**src/rtl/uart_pkg.sv**
```systemverilog
// Shared constants, FSM state type and elaboration-time helpers for the
// UART receive path.
package uart_pkg;

  localparam int PARITY_NONE = 0;
  localparam int PARITY_ODD  = 1;
  localparam int PARITY_EVEN = 2;

  typedef enum logic [2:0] {
    ST_IDLE,
    ST_START,
    ST_DATA,
    ST_PARITY,
    ST_STOP,
    ST_WAIT_IDLE
  } rx_state_t;

  // Rounded clocks per oversample tick.
  function automatic int baud_div(input int clk_hz, input int baud, input int os);
    return (clk_hz + (baud * os) / 2) / (baud * os);
  endfunction

  function automatic int clog2(input int unsigned value);
    int r;
    r = 0;
    for (int unsigned p = 1; p < value; p = p << 1) r++;
    return r;
  endfunction

endpackage

```
**src/rtl/uart_rx_fifo_sync_fifo.sv**
```systemverilog
// Synchronous first-word fall-through FIFO with occupancy count; a push
// into a full FIFO is accepted only when a pop frees the head that cycle.
module sync_fifo import uart_pkg::*; #(
  parameter int WIDTH = 8,
  parameter int DEPTH = 16
) (
  input  logic                   clk,
  input  logic                   rst,
  input  logic                   push,
  input  logic [WIDTH-1:0]       wr_data,
  input  logic                   pop,
  output logic [WIDTH-1:0]       rd_data,
  output logic                   rd_valid,
  output logic [clog2(DEPTH):0]  count,
  output logic                   dropped
);

  localparam int AW = clog2(DEPTH);
  localparam logic [AW:0] FULL_CNT = (AW+1)'(DEPTH);

  logic [WIDTH-1:0] mem [DEPTH];
  logic [AW-1:0]    wr_ptr, rd_ptr;
  logic             full, do_push, do_pop;

  assign full     = (count == FULL_CNT);
  assign rd_valid = (count != '0);
  assign do_pop   = pop & rd_valid;
  assign do_push  = push & (~full | do_pop);
  assign dropped  = push & full & ~do_pop;
  assign rd_data  = rd_valid ? mem[rd_ptr] : '0;

  always_ff @(posedge clk) begin
    if (do_push) mem[wr_ptr] <= wr_data;
  end

  always_ff @(posedge clk or posedge rst) begin
    if (rst) begin
      wr_ptr <= '0;
      rd_ptr <= '0;
      count  <= '0;
    end else begin
      if (do_push) wr_ptr <= wr_ptr + 1'b1;
      if (do_pop)  rd_ptr <= rd_ptr + 1'b1;
      count <= count + (AW+1)'(do_push) - (AW+1)'(do_pop);
    end
  end

endmodule

```
**src/rtl/uart_rx_fifo.sv**
```systemverilog
// Oversampling UART receiver (configurable frame format, majority-vote
// sampling, frame/parity/overrun flags) feeding a receive FIFO.
module uart_rx_fifo import uart_pkg::*; #(
  parameter int CLK_HZ     = 25000000,
  parameter int BAUD       = 115200,
  parameter int OVERSAMPLE = 16,
  parameter int DATA_BITS  = 8,
  parameter int PARITY     = 0,
  parameter int STOP_BITS  = 1,
  parameter int FIFO_DEPTH = 16
) (
  input  logic                          clk_25mhz,
  input  logic                          rst,
  input  logic                          rxd,
  input  logic                          rd_en,
  output logic [DATA_BITS-1:0]          rd_data,
  output logic                          rd_valid,
  output logic [$clog2(FIFO_DEPTH):0]   fifo_count,
  output logic                          frame_err,
  output logic                          parity_err,
  output logic                          overrun,
  input  logic                          clr_err
);

  localparam int DIV = baud_div(CLK_HZ, BAUD, OVERSAMPLE);
  localparam int DW  = clog2(DIV + 1);
  localparam int TW  = clog2(OVERSAMPLE + 1);
  localparam int BW  = clog2(DATA_BITS + 1);
  localparam bit HAS_PARITY = (PARITY != PARITY_NONE);

  localparam logic [DW-1:0] DIV_LAST = DW'(DIV - 1);
  localparam logic [TW-1:0] K_PRE    = TW'(OVERSAMPLE / 2 - 1);
  localparam logic [TW-1:0] K_MID    = TW'(OVERSAMPLE / 2);
  localparam logic [TW-1:0] K_POST   = TW'(OVERSAMPLE / 2 + 1);
  localparam logic [TW-1:0] K_END    = TW'(OVERSAMPLE);
  localparam logic [BW-1:0] BIT_LAST = BW'(DATA_BITS - 1);

  rx_state_t state, state_next;

  logic                 sync1, sync2, rx_prev, rx, fall;
  logic [DW-1:0]        div_cnt;
  logic                 tick;
  logic [TW-1:0]        tick_cnt, tick_num;
  logic                 at_pre, at_mid, at_post, at_end;
  logic [BW-1:0]        bit_idx;
  logic                 stop_idx;
  logic [DATA_BITS-1:0] shreg;
  logic                 bad, m0, m1, maj, par_exp;
  logic                 start_evt, shift_en, push, fe_set, pe_set, dropped;

  always_ff @(posedge clk_25mhz or posedge rst) begin
    if (rst) begin
      sync1   <= 1'b1;
      sync2   <= 1'b1;
      rx_prev <= 1'b1;
    end else begin
      sync1   <= rxd;
      sync2   <= sync1;
      rx_prev <= sync2;
    end
  end

  assign rx   = sync2;
  assign fall = rx_prev & ~rx;

  // Tick numbers run 1..OVERSAMPLE within each bit, counted from the start edge.
  assign tick     = (div_cnt == DIV_LAST);
  assign tick_num = tick_cnt + 1'b1;
  assign at_pre   = tick && (tick_num == K_PRE);
  assign at_mid   = tick && (tick_num == K_MID);
  assign at_post  = tick && (tick_num == K_POST);
  assign at_end   = tick && (tick_num == K_END);

  always_ff @(posedge clk_25mhz or posedge rst) begin
    if (rst) begin
      div_cnt  <= '0;
      tick_cnt <= '0;
    end else if (start_evt) begin
      div_cnt  <= '0;
      tick_cnt <= '0;
    end else begin
      div_cnt <= tick ? '0 : div_cnt + 1'b1;
      if (tick) tick_cnt <= (tick_num == K_END) ? '0 : tick_num;
    end
  end

  assign maj     = (m0 & m1) | (m0 & rx) | (m1 & rx);
  assign par_exp = (PARITY == PARITY_EVEN) ? ^shreg : ~^shreg;

  always_ff @(posedge clk_25mhz or posedge rst) begin
    if (rst) state <= ST_IDLE;
    else     state <= state_next;
  end

  always_comb begin
    state_next = state;
    start_evt  = 1'b0;
    shift_en   = 1'b0;
    push       = 1'b0;
    fe_set     = 1'b0;
    pe_set     = 1'b0;
    case (state)
      ST_IDLE: begin
        if (fall) begin
          state_next = ST_START;
          start_evt  = 1'b1;
        end
      end
      ST_START: begin
        if (at_mid && rx) state_next = ST_IDLE;
        else if (at_end)  state_next = ST_DATA;
      end
      ST_DATA: begin
        if (at_post) shift_en = 1'b1;
        if (at_end && bit_idx == BIT_LAST)
          state_next = HAS_PARITY ? ST_PARITY : ST_STOP;
      end
      ST_PARITY: begin
        if (at_post && maj != par_exp) pe_set = 1'b1;
        if (at_end) state_next = ST_STOP;
      end
      ST_STOP: begin
        if (at_mid) begin
          if (!rx) begin
            fe_set     = 1'b1;
            state_next = ST_WAIT_IDLE;
          end else if (stop_idx == 1'(STOP_BITS - 1)) begin
            push       = ~bad;
            state_next = ST_IDLE;
          end
        end
      end
      ST_WAIT_IDLE: begin
        if (rx) state_next = ST_IDLE;
      end
      default: state_next = ST_IDLE;
    endcase
  end

  always_ff @(posedge clk_25mhz or posedge rst) begin
    if (rst) begin
      m0         <= 1'b1;
      m1         <= 1'b1;
      bit_idx    <= '0;
      stop_idx   <= 1'b0;
      shreg      <= '0;
      bad        <= 1'b0;
      frame_err  <= 1'b0;
      parity_err <= 1'b0;
      overrun    <= 1'b0;
    end else begin
      if (at_pre) m0 <= rx;
      if (at_mid) m1 <= rx;
      if (start_evt) begin
        bit_idx  <= '0;
        stop_idx <= 1'b0;
        bad      <= 1'b0;
      end else begin
        if (state == ST_DATA && at_end) bit_idx  <= bit_idx + 1'b1;
        if (state == ST_STOP && at_end) stop_idx <= 1'b1;
        if (pe_set) bad <= 1'b1;
      end
      if (shift_en) shreg <= {maj, shreg[DATA_BITS-1:1]};
      frame_err  <= fe_set;
      parity_err <= pe_set;
      if (dropped)      overrun <= 1'b1;
      else if (clr_err) overrun <= 1'b0;
    end
  end

  sync_fifo #(
    .WIDTH (DATA_BITS),
    .DEPTH (FIFO_DEPTH)
  ) u_fifo (
    .clk      (clk_25mhz),
    .rst      (rst),
    .push     (push),
    .wr_data  (shreg),
    .pop      (rd_en),
    .rd_data  (rd_data),
    .rd_valid (rd_valid),
    .count    (fifo_count),
    .dropped  (dropped)
  );

endmodule

```
**config.mk**
```make
export PLATFORM = sky130hd
export DESIGN_NAME = uart_rx_fifo
export DESIGN_NICKNAME = d
export VERILOG_FILES = /design/src/rtl/uart_pkg.sv /design/src/rtl/uart_rx_fifo_sync_fifo.sv /design/src/rtl/uart_rx_fifo.sv
export SDC_FILE = /design/constraint.sdc
export NUM_CORES = 1
export LEC_CHECK = 0
export ABC_AREA = 1
export BUFFER_PORTS_ARGS = -buffer_cell sky130_fd_sc_hd__buf_2
export CORE_UTILIZATION = 30
export CTS_CLUSTER_DIAMETER = 60
export DETAILED_ROUTE_END_ITERATION = 7
export GPL_TIMING_DRIVEN = 0
export PLACE_DENSITY_LB_ADDON = 0.25
export SYNTH_ARGS = -nofsm -noshare
export SYNTH_HDL_FRONTEND = slang
export SYNTH_SLANG_ARGS = --single-unit
```
**constraint.sdc**
```tcl
create_clock -name clk_25mhz -period 2.8 [get_ports clk_25mhz]
set_input_delay 0.7 -clock clk_25mhz [delete_from_list [all_inputs] [get_ports clk_25mhz]]
set_output_delay 0.7 -clock clk_25mhz [all_outputs]
set_load 0.01 [all_outputs]
```
### Word-level counts from Yosys, hierarchy flattened

Memory sizes are Yosys's and may differ from the RTL's.
Cells that the tools add are included.

| storage, ports and cells | value |
|---|---|
| register bits after elaboration | 47 |
| RAM bits | 128 |
| output and inout port bits | 17 |
| input bits | 5 |
| memories | 1 |

Memories:

| name | words | width | read ports | clocked after Yosys merged registers in | write ports | RTL line | source |
|---|---|---|---|---|---|---|---|
| u_fifo.mem | 16 | 8 | 1 | 0 | 1 | uart_rx_fifo_sync_fifo.sv:21 | `logic [WIDTH-1:0] mem [DEPTH];` |

| operators by class | value |
|---|---|
| reductions and logical operators | 18 |
| add/subtract/negate cells | 7 |
| mux-type cells | 39 |
| eq/ne operators | 20 |
| bitwise logic cells | 15 |

Operators by type and width:

| operator | number |
|---|---|
| 2-to-1 mux 3 bit | 9 |
| 2-to-1 mux 1 bit | 21 |
| case mux 3 bit (6 select lines) | 1 |
| adder 4 x 1 -> 4 bit, second input constant | 4 |
| 2-to-1 mux 4 bit | 4 |
| 2-to-1 mux 5 bit | 3 |
| equality test 5 x 4 -> 1 bit, second input constant | 2 |
| equality test 5 bit, second input constant | 2 |
| != test 2 bit, second input constant | 5 |
| nonzero test 2 bit | 5 |
| logical AND 1 bit | 9 |
| AND 1 bit | 8 |
| 2-to-1 mux 8 bit | 1 |
| XNOR reduction 8 bit | 1 |
| AND reduction 7 bit | 1 |
| equality test 3 x 2 -> 1 bit, second input constant | 2 |
| equality test 3 bit, second input constant | 2 |
| != test 3 bit, second input constant | 2 |
| adder 5 x 1 -> 5 bit | 1 |
| adder 5 x 1 -> 5 bit, second input constant | 1 |
| equality test 5 x 3 -> 1 bit, second input constant | 1 |
| nonzero test 5 bit | 1 |
| subtractor 5 x 1 -> 5 bit | 1 |
| equality test 4 x 3 -> 1 bit, second input constant | 1 |
| 6 further kinds | 11 |

### Logic depth before layout (Yosys ltp)

| logic depth | value |
|---|---|
| word-level depth | 9 |
| gate-level depth with buffers | 15 |
| mapped depth without buffers | 15 |

### By module

Synthesis repeated with hierarchy kept, for this count alone.

| unflattened totals | value |
|---|---|
| cell total of the unflattened synthesis | 747 |
| area total of the unflattened synthesis | 7,843.8 um2 |

By module, submodules not included:

| module | area each (um2) | instances | cells an instance |
|---|---|---|---|
| sync_fifo | 5,973.2 | 1 | 521 |
| uart_rx_fifo | 1,870.5 | 1 | 226 |

### Worst setup path after synthesis

Ideal clock, no wire load.

| timing | value |
|---|---|
| kind | register to register |
| from | register u_fifo.count[3] |
| to | register u_fifo.count[4] |
| period minus slack after synthesis | 2.430 ns |
| cell stages (with the launch flop) | 16 |
| setup slack | 0.370 ns |
| arrival time | 2.351 ns |
| library setup time | 0.079 ns |
| buffers on the path | 0 |
| path through | dfrtp_1 > inv_1 > ha_1 > nand3_1 > inv_1 > nand2_1 > nand2_1 > inv_1 > ha_1 > inv_1 > ha_1 > fa_1 > a21oi_1 > nor2_1 > nor2_1 > xor2_1 |

| on the way | value |
|---|---|
| longest elaborated chain between the ends | 6 |

Ends and longest elaborated chain:

| what | RTL line | source |
|---|---|---|
| start: declaration | uart_rx_fifo_sync_fifo.sv:14 | `output logic [clog2(DEPTH):0] count,` |
| start signal: assignment | uart_rx_fifo_sync_fifo.sv:44 | `count <= count + (AW+1)'(do_push) - (AW+1)'(do_pop);` |
| nonzero test 5 bit * | uart_rx_fifo_sync_fifo.sv:26 | `assign rd_valid = (count != '0);` |
| net rd_valid | uart_rx_fifo.sv:17 | `output logic rd_valid,` |
| AND 1 bit * | uart_rx_fifo_sync_fifo.sv:27 | `assign do_pop = pop & rd_valid;` |
| net u_fifo.do_pop | uart_rx_fifo_sync_fifo.sv:23 | `logic full, do_push, do_pop;` |
| bitwise OR 1 bit | uart_rx_fifo_sync_fifo.sv:28 | `assign do_push = push & (~full \| do_pop);` |
| AND 1 bit | uart_rx_fifo_sync_fifo.sv:28 |  |
| adder 5 x 1 -> 5 bit | uart_rx_fifo_sync_fifo.sv:44 |  |
| subtractor 5 x 1 -> 5 bit * | uart_rx_fifo_sync_fifo.sv:44 |  |

The timed path passes the listed nets; every way through them passes the cells marked *.
A chain may end at the register's enable or synchronous reset.

### Final worst setup path

| timing | value |
|---|---|
| from | register u_fifo.rd_ptr[0] |
| to | output port rd_data[3] |

| on the way | value |
|---|---|
| longest elaborated chain between the ends | 2 |

Ends and longest elaborated chain:

| what | RTL line | source |
|---|---|---|
| start: declaration | uart_rx_fifo_sync_fifo.sv:22 | `logic [AW-1:0] wr_ptr, rd_ptr;` |
| start signal: assignment | uart_rx_fifo_sync_fifo.sv:43 | `if (do_pop) rd_ptr <= rd_ptr + 1'b1;` |
| memory (16 x 8 bit) | n/a |  |
| 2-to-1 mux 8 bit | uart_rx_fifo_sync_fifo.sv:30 | `assign rd_data = rd_valid ? mem[rd_ptr] : '0;` |
| end: declaration | uart_rx_fifo.sv:16 | `output logic [DATA_BITS-1:0] rd_data,` |

Every way passes these cells.

==> results.md <==
- Status: completed
- Most common flop cell mapped by yosys: edfxtp_1
- WL met3: about 1000 um
- Avg Cell Area, Syn: around 11 um2
- Drt drc: 0
- Complex-gate fraction of the synthesized area: 0.107
- CTS Sinks: 175
- Highest metal used: met4
- Yosys cell types: 38
- Post-route ant nets: 0
- Post-synth top area share: 0.500
- Initial antenna violation count: 0
- Main combinational cell family by area after synthesis: simple AND/OR/NAND/NOR gates
- Die H: 162 um
- Share of layout cells above drive strength 1: 0.291
- Critical path origin: u_fifo.rd_ptr[0]
- Commonest cells after routing, fill and taps aside: edfxtp_1 (128), nor2_1 (74), nand2_1 (73), inv_1 (47), o21ai_0 (46)
- Core ar.: ~25000 um2
- DR WL met2: 9650 um
- Clk Latency, worst-skew pair: 430 ps
- PwrDens: about 940 nW/um2
- Largest net degree at the start of global routing: 33
- Setup ws final: 11.3 ps
- Synth area leaders: edfxtp_1 (50%), dfrtp_1 (14%), o21ai_0 (5.0%)
- Leakage power: around 0.0036 uW
- Synth area leader: edfxtp_1
- Die footprint: roughly 26000 um2
- Root Driver: clkbuf_16
- Worst path required time: 2100 ps
- Inserted Diodes: 0
- H-tree levels: 4
- Clock slew at reported path FFs: 70 ps
- Kind of start point of the critical path: register
- Post-Route Setup TNS: 0 ps
- RSZ-0062 raised after global routing: yes
- Cell count after synthesis: a little under 700
- Worst hold slack: 237 ps
- Post-Synth Simple-Gate Area: 0.142
- Mapped Nets: between 700 and 800
- Site Rows: 58
- Routed wire length: 20000 um
- Skew final: 14.0 ps
- HP Class: primary input to asynchronous set/reset pin
- Fmax: 0.359 GHz
- Routed WL per cell: 18.5 um
- Post-synthesis mux area share: 0.00147
- CP endpoint: rd_data[3]
- Xor and xnor fraction of the mapped netlist area: 0.0226
- Synth async-reset ratio: 0.269
- Final min period: 2790 ps
- Critical path capture point type: primary output
- Critical Path Fanout Max: 5
- # nets final: 759
- Area Growth Syn to Fin: 26.1%
- Drt pass-1 iters: 5
- I/O pin count: 22
- Worst Path Arrival: 2090 ps
- CTS tree: done
- Sequential area share after synthesis: 0.654
- Critical path type: register to primary output
- Final hold violations: 0
- GPL Wtd Cong: 0.791
- Max Cap Violations: 0
- Post-DP HPWL: 12400 um
- Routed via count: around 5300
- Slew HR: 0.390
- R2R setup slack: 80 ps
- Reg2Reg Depth: 11
- Vias/cell: a little under 5
- Clock buffer depth: 2
- Met1 Wirelength: 8980 um
- Period utilisation layout: 0.996
- Yosys warning total: 0
- Post-Syn Area: 7680 um2
- CTS buffer count: 17
- Synth Area in Adders: 0.0287
- FF-to-FF End: u_fifo.mem[14][2]
- DP Area: roughly 8000 um2
- Dpl ws: -102 ps
- Width of the die: 162 um
- Endpoints failing setup: 0
- First-pass GRT wire length: around 30000 um
- Vias in the first global route: 5208
- Commonest non-fill, non-tap cell in the layout: edfxtp_1
- Detailed router's first-iteration violation count: 403
- GRT Util Overall: 0.154
- Port bufs: 21
- Synth Register Bits: 175
- R2r startpoint: tick_cnt[1]
- Worst Tran Pin Value: 911 ps
- Fin. max-slew vios: 0
- Number of synthesized flops with an enable pin: 128
- Design Area, Final: 9690 um2
- Gr ovfl total: 0
- Max VDD drop: 0.598 mV
- Initial core utilization: 0.305
## routing by layer
metal  up-vias  global-route usage
li1       2520                   -
met1      2653               0.204
met2       149               0.247
met3        21              0.0324
met4         0              0.0553
met5         -                   0
## cell families (layout without fill, tap and decap cells)
group | count (synthesis) | after routing
and+or+nand+nor | 246 | 246
DFF | 175 | 175
AOI/OAI and AO/OA | 140 | 140
buffers and inverters | 83 | 152
xor gates and xnor gates | 19 | 19
adders and majority gates | 17 | 17
muxes | 1 | 1
## critical path, cell delays in order, from the launching register on
cell and delay, ps:
dfrtp_2 390, buf_6 150, clkinv_8 80, clkbuf_16 170, clkbuf_16 160, o21ai_2 110, o22ai_2 90, o21ai_2 260
a21oi_2 90, buf_2 140
## cell type report
| type | instances | area (um2) |
|---|---|---|
| multi-input combinational | 423 | 2810 |
| clock buffer | 19 | 433 |
| inverter | 56 | 239 |
| clock inverter | 13 | 110 |
| tap | 330 | 413 |
| buffer | 26 | 270 |
| timing repair buffer | 38 | 379 |
| fill | 2384 | 15500 |
| sequential | 175 | 5030 |
## through the flow
stage | utilization | std cells | total power (uW)
3_5_place_dp | 0.326 | 1033 | 5570
5_1_grt | 0.385 | 1080 | 9530
3_3_place_gp | 0.326 | 1032 | 5560
6_report | 0.385 | 1080 | 9070
2_1_floorplan | - | 681 | 4690
4_1_cts | 0.358 | 1070 | 8140
## how the worst min path moves through the flow
stage,startpoint,end
after floorplan,sync1,rx
after global placement,sync1,rx
after detailed placement,sync1,rx
after CTS,rst,tick_cnt[0]
after global routing,rst,tick_cnt[0]
final,rst,tick_cnt[0]
## flip-flops by register name (all words and copies together) (netlist names), 3 cells and up
signal,count
div_cnt,4
u_fifo.count,5
state,3
u_fifo.rd_ptr,4
u_fifo.mem,128
shreg,8
u_fifo.wr_ptr,4
tick_cnt,5
bit_idx,4
## cells in the mapped netlist, drive strengths merged, types with 2 or more instances
cell	n
dfrtp	42
nand2	82
nor2	105
o22ai	8
xnor2	4
o221ai	26
xor2	15
o21ai	82
nand3	44
clkbuf	19
edfxtp	128
a21oi	20
ha	16
clkinv	2
nor3	6
inv	54
buf	8
dfstp	5
nand4	7
## power breakdown
group	leakage, uW	internal, uW	total (uW)	switching [uW]
Combinational	0.00156	1570	3800	2230
Clock	0.000264	1160	2210	1050
Sequential	0.00180	2900	3060	157
## timing repair
item,CTS,global route
pin swaps,9,48
buffers inserted,2,5
resized for setup,67,154
hold endpoints to repair,0,0
cloned,3,6
setup endpoints to repair,33,105
hold buffers,0,0
Power figures use the tool's default switching activity.
